File: src/rtl/nco_hop_sched.sv
// nco_hop_sched: queues {inc, dwell} hops and applies them to the NCO on
// symbol boundaries; optional NCO_HOP_LOOPCLR_EN clears freq_mod_o on hops.
module nco_hop_sched #(
  parameter int APR     = 31,
  parameter int APRF    = 31,
  parameter int DEPTH   = 4,
  parameter int DW      = 16,
  parameter int NCO_LAT = 12,
  localparam int AW     = $clog2(DEPTH),
  localparam int LW     = AW + 1,
  localparam int SW     = $clog2(NCO_LAT + 1) + 1
) (
  input  logic            clk,
  input  logic            reset,
  input  logic            clken,
  input  logic            sym_stb,
  input  logic            wr_valid,
  output logic            wr_ready,
  input  logic [APR-1:0]  wr_inc,
  input  logic [DW-1:0]   wr_dwell,
  input  logic            flush,
  input  logic            mod_valid,
  input  logic [APRF-1:0] mod_in,
  input  logic            underrun_clr,
  output logic [APR-1:0]  phi_inc_o,
  output logic [APRF-1:0] freq_mod_o,
  output logic            hop_o,
  output logic            settled_o,
  output logic            underrun_o,
  output logic [LW-1:0]   level_o
);

  localparam logic [1:0] S_IDLE  = 2'd0;
  localparam logic [1:0] S_DWELL = 2'd1;
  localparam logic [1:0] S_STALL = 2'd2;

  logic [1:0]      state_q, state_d;
  logic [AW-1:0]   wptr_q, wptr_d;
  logic [AW-1:0]   rptr_q, rptr_d;
  logic [LW-1:0]   count_q, count_d;
  logic [DW-1:0]   dcnt_q, dcnt_d;
  logic [SW-1:0]   scnt_q, scnt_d;
  logic [APR-1:0]  phi_q, phi_d;
  logic [APRF-1:0] fmod_q, fmod_d;
  logic            hop_q, hop_d;
  logic            unr_q, unr_d;

  logic [APR-1:0]  mem_inc_q [DEPTH];
  logic [DW-1:0]   mem_dw_q  [DEPTH];

  logic            wr_en;
  logic            nonempty;
  logic            hop;
  logic            stall;
  logic [APR-1:0]  head_inc;
  logic [DW-1:0]   head_dw;

  // hop/stall decision and next-state computation
  always_comb begin
    wr_ready = count_q < LW'(DEPTH);
    wr_en    = clken & wr_valid & wr_ready & ~flush;
    nonempty = count_q != '0;
    head_inc = mem_inc_q[rptr_q];
    head_dw  = mem_dw_q[rptr_q];
    hop      = 1'b0;
    stall    = 1'b0;
    if (clken && !flush) begin
      unique case (state_q)
        S_IDLE:  hop = nonempty;
        S_DWELL: begin
          if (sym_stb && dcnt_q == DW'(1)) begin
            hop   = nonempty;
            stall = ~nonempty;
          end
        end
        S_STALL: hop = sym_stb & nonempty;
        default: ;
      endcase
    end

    state_d = state_q;
    if (clken) begin
      if (flush)      state_d = S_IDLE;
      else if (hop)   state_d = S_DWELL;
      else if (stall) state_d = S_STALL;
    end

    dcnt_d = dcnt_q;
    if (hop)
      dcnt_d = (head_dw == '0) ? DW'(1) : head_dw;
    else if (clken && !flush && state_q == S_DWELL
             && sym_stb && dcnt_q != '0)
      dcnt_d = dcnt_q - DW'(1);

    if (flush && clken) begin
      count_d = '0;
      wptr_d  = '0;
      rptr_d  = '0;
    end else begin
      count_d = count_q + LW'(wr_en) - LW'(hop);
      wptr_d  = wptr_q + AW'(wr_en);
      rptr_d  = rptr_q + AW'(hop);
    end

    scnt_d = scnt_q;
    if (hop)
      scnt_d = SW'(NCO_LAT);
    else if (clken && scnt_q != '0)
      scnt_d = scnt_q - SW'(1);

    phi_d = hop ? head_inc : phi_q;

    fmod_d = fmod_q;
    if (clken && !flush && mod_valid)
      fmod_d = mod_in;
`ifdef NCO_HOP_LOOPCLR_EN
    if (hop)
      fmod_d = '0;
`endif

    hop_d = hop;

    unr_d = unr_q;
    if (clken && underrun_clr) unr_d = 1'b0;
    if (stall)                 unr_d = 1'b1;
  end

  // control and output registers
  always_ff @(posedge clk) begin
    if (reset) begin
      state_q <= S_IDLE;
      wptr_q  <= '0;
      rptr_q  <= '0;
      count_q <= '0;
      dcnt_q  <= '0;
      scnt_q  <= '0;
      phi_q   <= '0;
      fmod_q  <= '0;
      hop_q   <= 1'b0;
      unr_q   <= 1'b0;
    end else begin
      state_q <= state_d;
      wptr_q  <= wptr_d;
      rptr_q  <= rptr_d;
      count_q <= count_d;
      dcnt_q  <= dcnt_d;
      scnt_q  <= scnt_d;
      phi_q   <= phi_d;
      fmod_q  <= fmod_d;
      hop_q   <= hop_d;
      unr_q   <= unr_d;
    end
  end

  // hop queue storage; contents need no reset since count gates reads
  always_ff @(posedge clk) begin
    if (wr_en) begin
      mem_inc_q[wptr_q] <= wr_inc;
      mem_dw_q[wptr_q]  <= wr_dwell;
    end
  end

  assign phi_inc_o  = phi_q;
  assign freq_mod_o = fmod_q;
  assign hop_o      = hop_q;
  assign underrun_o = unr_q;
  assign level_o    = count_q;
  assign settled_o  = (scnt_q == '0) && (state_q != S_IDLE);

endmodule

File: config.mk
export PLATFORM = sky130hd
export DESIGN_NAME = nco_hop_sched
export DESIGN_NICKNAME = d
export VERILOG_FILES = /design/src/rtl/nco_hop_sched.sv
export SDC_FILE = /design/constraint.sdc
export NUM_CORES = 1
export LEC_CHECK = 0
export CORE_MARGIN = 8
export CORE_UTILIZATION = 40
export CTS_CLUSTER_DIAMETER = 60
export DETAILED_ROUTE_END_ITERATION = 8
export GPL_ROUTABILITY_DRIVEN = 0
export PLACE_DENSITY = 0.6
export SLEW_MARGIN = 20
export SYNTH_ARGS = -nofsm -noshare
export SYNTH_HDL_FRONTEND = slang
export SYNTH_SLANG_ARGS = --single-unit
File: constraint.sdc
create_clock -name clk -period 6 [get_ports clk]
set_input_delay 0.6 -clock clk [delete_from_list [all_inputs] [get_ports clk]]
set_output_delay 0.6 -clock clk [all_outputs]
set_load 0.05 [all_outputs]
==> impl_metrics.tcl <==
set metrics [dict create \
    status "complete, no violations" \
    multi_input_area_um2 2948 \
    post_drt_wl_per_cell_um 18.70 \
    leakagePower_nw 4.338 \
    cts_tree "built" \
    ios 155 \
    report.power.total_mw 4.276 \
    grt_overflow 0 \
    rr_endpoint "level_o[2]" \
    nets 974 \
    die_h_um 179.2 \
    synth.area.top_cells "edfxtp_1, dfxtp_1, mux4_2" \
    final_design_area_no_fill_um2 13500 \
    fill_cells 2257 \
    critPathKind "reg -> reg" \
    hpwl_um 13970 \
    cts-root-buf "clkbuf_16" \
    start_util_pct 40.75 \
    grt_antenna_before_repair 2 \
    drc 0 \
    r2r_setup_slack_ns 2.59 \
    post-route-period-util_pct 56.87 \
    ir_worst_vdd_mv 0.2121 \
    drt-pass1-iter-count 4 \
    fin_crit_ns 3.412 \
    ff2ff_path_depth 15 \
    netlist_area_um2 10650 \
    antenna_left 0 \
    async_reset_ff_share_pct 0 \
    tightest_slew_ns 1.061 \
    slew_headroom_pct 29.09 \
    ys.flop_type "edfxtp_1" \
    grt_use_total_pct 14.31 \
    dpl_cell_area_um2 12530 \
    fin_skew_ns 0.01971 \
    endpoint "level_o[2]" \
    postSynthCellCount 719 \
    clk_latency_ns 0.55 \
    yosysMostFrequentCell "edfxtp_1" \
    grt_pass1_vias 6606 \
    area_growth_pct 26.79 \
    cp.required_ns 6.42 \
    min_path_type "reg -> reg" \
    die_x_um 179.2 \
    post_cts_resized 0 \
    grt_first_pass_wirelength_um 36150 \
    startpoint_type "register" \
    yosysWarnings 0 \
    grt_max_degree 88 \
    vias_per_cell 5.030 \
    crit_arrival_ns 3.83 \
    register_area_um2 7532 \
    core-area_um2 26130 \
    cts.sinks 282 \
    fin_util_pct 51.67 \
    yosys.area.top_type "edfxtp_1" \
    critical_path_peak_fanout 65 \
    row_count 59 \
    syn_area_per_cell_um2 14.81 \
    synth_cell_type_count 42 \
    rsz0062_at_grt "false" \
    drt_iter0_markers 306 \
    finalSetupViolCount 0 \
    powerDensity_nw_per_um2 316.7 \
    cts-htree-levels 1 \
    reg2reg_from "dcnt_q[1]" \
    place_inst 1175 \
    ys_top_cells_by_count "edfxtp_1, nand2_1, dfxtp_1, a21oi_1, mux4_2" \
    synth-edff-count 188 \
    holdBufCountCts 0 \
    ys_seq_area_share_pct 70.68 \
    num_vias 6202 \
    cts_made_buffers 30 \
    post_cts_buffers 0 \
    synth_nets 819 \
    layout-drive-gt1-share_pct 12.14 \
    instances_no_fill 1233 \
    dieArea_um2 32100 \
    routed_wl_um 23050 \
    clk_pin_slew_ns 0.06 \
    hold_depth 2 \
    drv_slew 0 \
    clock.fmax_mhz 293.1 \
    ys_ff_latch 282 \
    portBuffers 154 \
    cp-startpoint "dcnt_q[1]" \
    maxCapViolCount 0 \
    ctsLongestPathBuffers 3 \
    insertedDiodeCount 0 \
    final.setup.tns_ns 0 \
    finalHoldViolCount 0 \
    cp-end-kind "register" \
    synth_top_area_share_pct 53.01 \
]
-- cells by family (layout without fill, tap and decap cells) --
logic type	after synthesis	in the layout	share of synthesized area, %
mux	47	47	9.940
simple gates	212	212	8.812
xor+xnor	20	20	1.645
compound gates	93	93	5.240
buf+inv	51	230	1.962
flops	282	282	70.68
fa+ha+maj	14	14	1.715
-- stage by stage --
stage	setup slack (ns)	hold slack (ns)
6_report	2.588	0.4502
2_1_floorplan	1.152	0.4694
4_1_cts	2.551	0.4537
5_1_grt	2.284	0.4656
3_3_place_gp	2.203	0.4411
3_5_place_dp	2.091	0.4454
-- how the worst min path moves through the flow --
stage                              start        endpoint  slack (ns)
final                     freq_mod_o[18]  freq_mod_o[18]        0.45
after global routing      freq_mod_o[15]  freq_mod_o[15]        0.47
after CTS                 freq_mod_o[18]  freq_mod_o[18]        0.45
after detailed placement  freq_mod_o[18]  freq_mod_o[18]        0.45
after global placement    freq_mod_o[30]  freq_mod_o[30]        0.44
after floorplan                dcnt_q[5]       dcnt_q[5]        0.47
-- layout make-up --
class | count | area share (%)
Tap cell | 335 | 3.104
Clock inverter | 9 | 0.6116
Timing Repair Buffer | 163 | 12.10
Inverter | 11 | 0.3058
Multi-Input combinational cell | 386 | 21.83
Clock buffer | 47 | 6.255
Sequential cell | 282 | 55.79
-- per-layer routing --
metal	vias to the layer above	GRT usage, %	wire length, µm
met5	-	0	22
met4	4	3.992	532
met3	40	3.180	1491
met2	168	23.76	10770
met1	2991	18.66	10230
li1	2999	-	-
-- cell usage in the layout (no fill, tap or decap), drive strengths merged, types with 10 or more instances in the layout --
cell	count
a211oi	12
a21oi	70
buf	10
clkbuf	47
clkdlybuf4s50	153
dfxtp	94
edfxtp	188
ha	13
inv	10
mux4	47
nand2	134
nor2	28
xor2	15
-- critical path, cell delays in order, from the launching register on --
cell and delay [ns]:
dfxtp_1 0.35, inv_1 0.08, ha_1 0.17, nor4b_1 0.14, and4_1 0.26, o31ai_4 0.17
buf_4 0.62, clkinv_1 0.21, ha_1 0.33, inv_1 0.06, ha_1 0.13, inv_1 0.05
fa_1 0.37, xor2_1 0.18, xnor2_1 0.14, nor2_1 0.05
-- report_power, final --
part | internal (mW) | total [mW] | leakage [nW] | switching (mW)
sequential | 2.12 | 2.16 | 2.46 | 0.0344
combinational | 0.175 | 0.400 | 1.43 | 0.225
clock | 1.01 | 1.72 | 0.452 | 0.712
-- sequential cells by signal (all words and copies together), names as in the netlist, 3 cells and up --
register	flops
mem_inc_q	124
mem_dw_q	64
dcnt_q	16
phi_inc_o	31
level_o	3
scnt_q	5
freq_mod_o	31
Power figures use the tool's default switching activity.
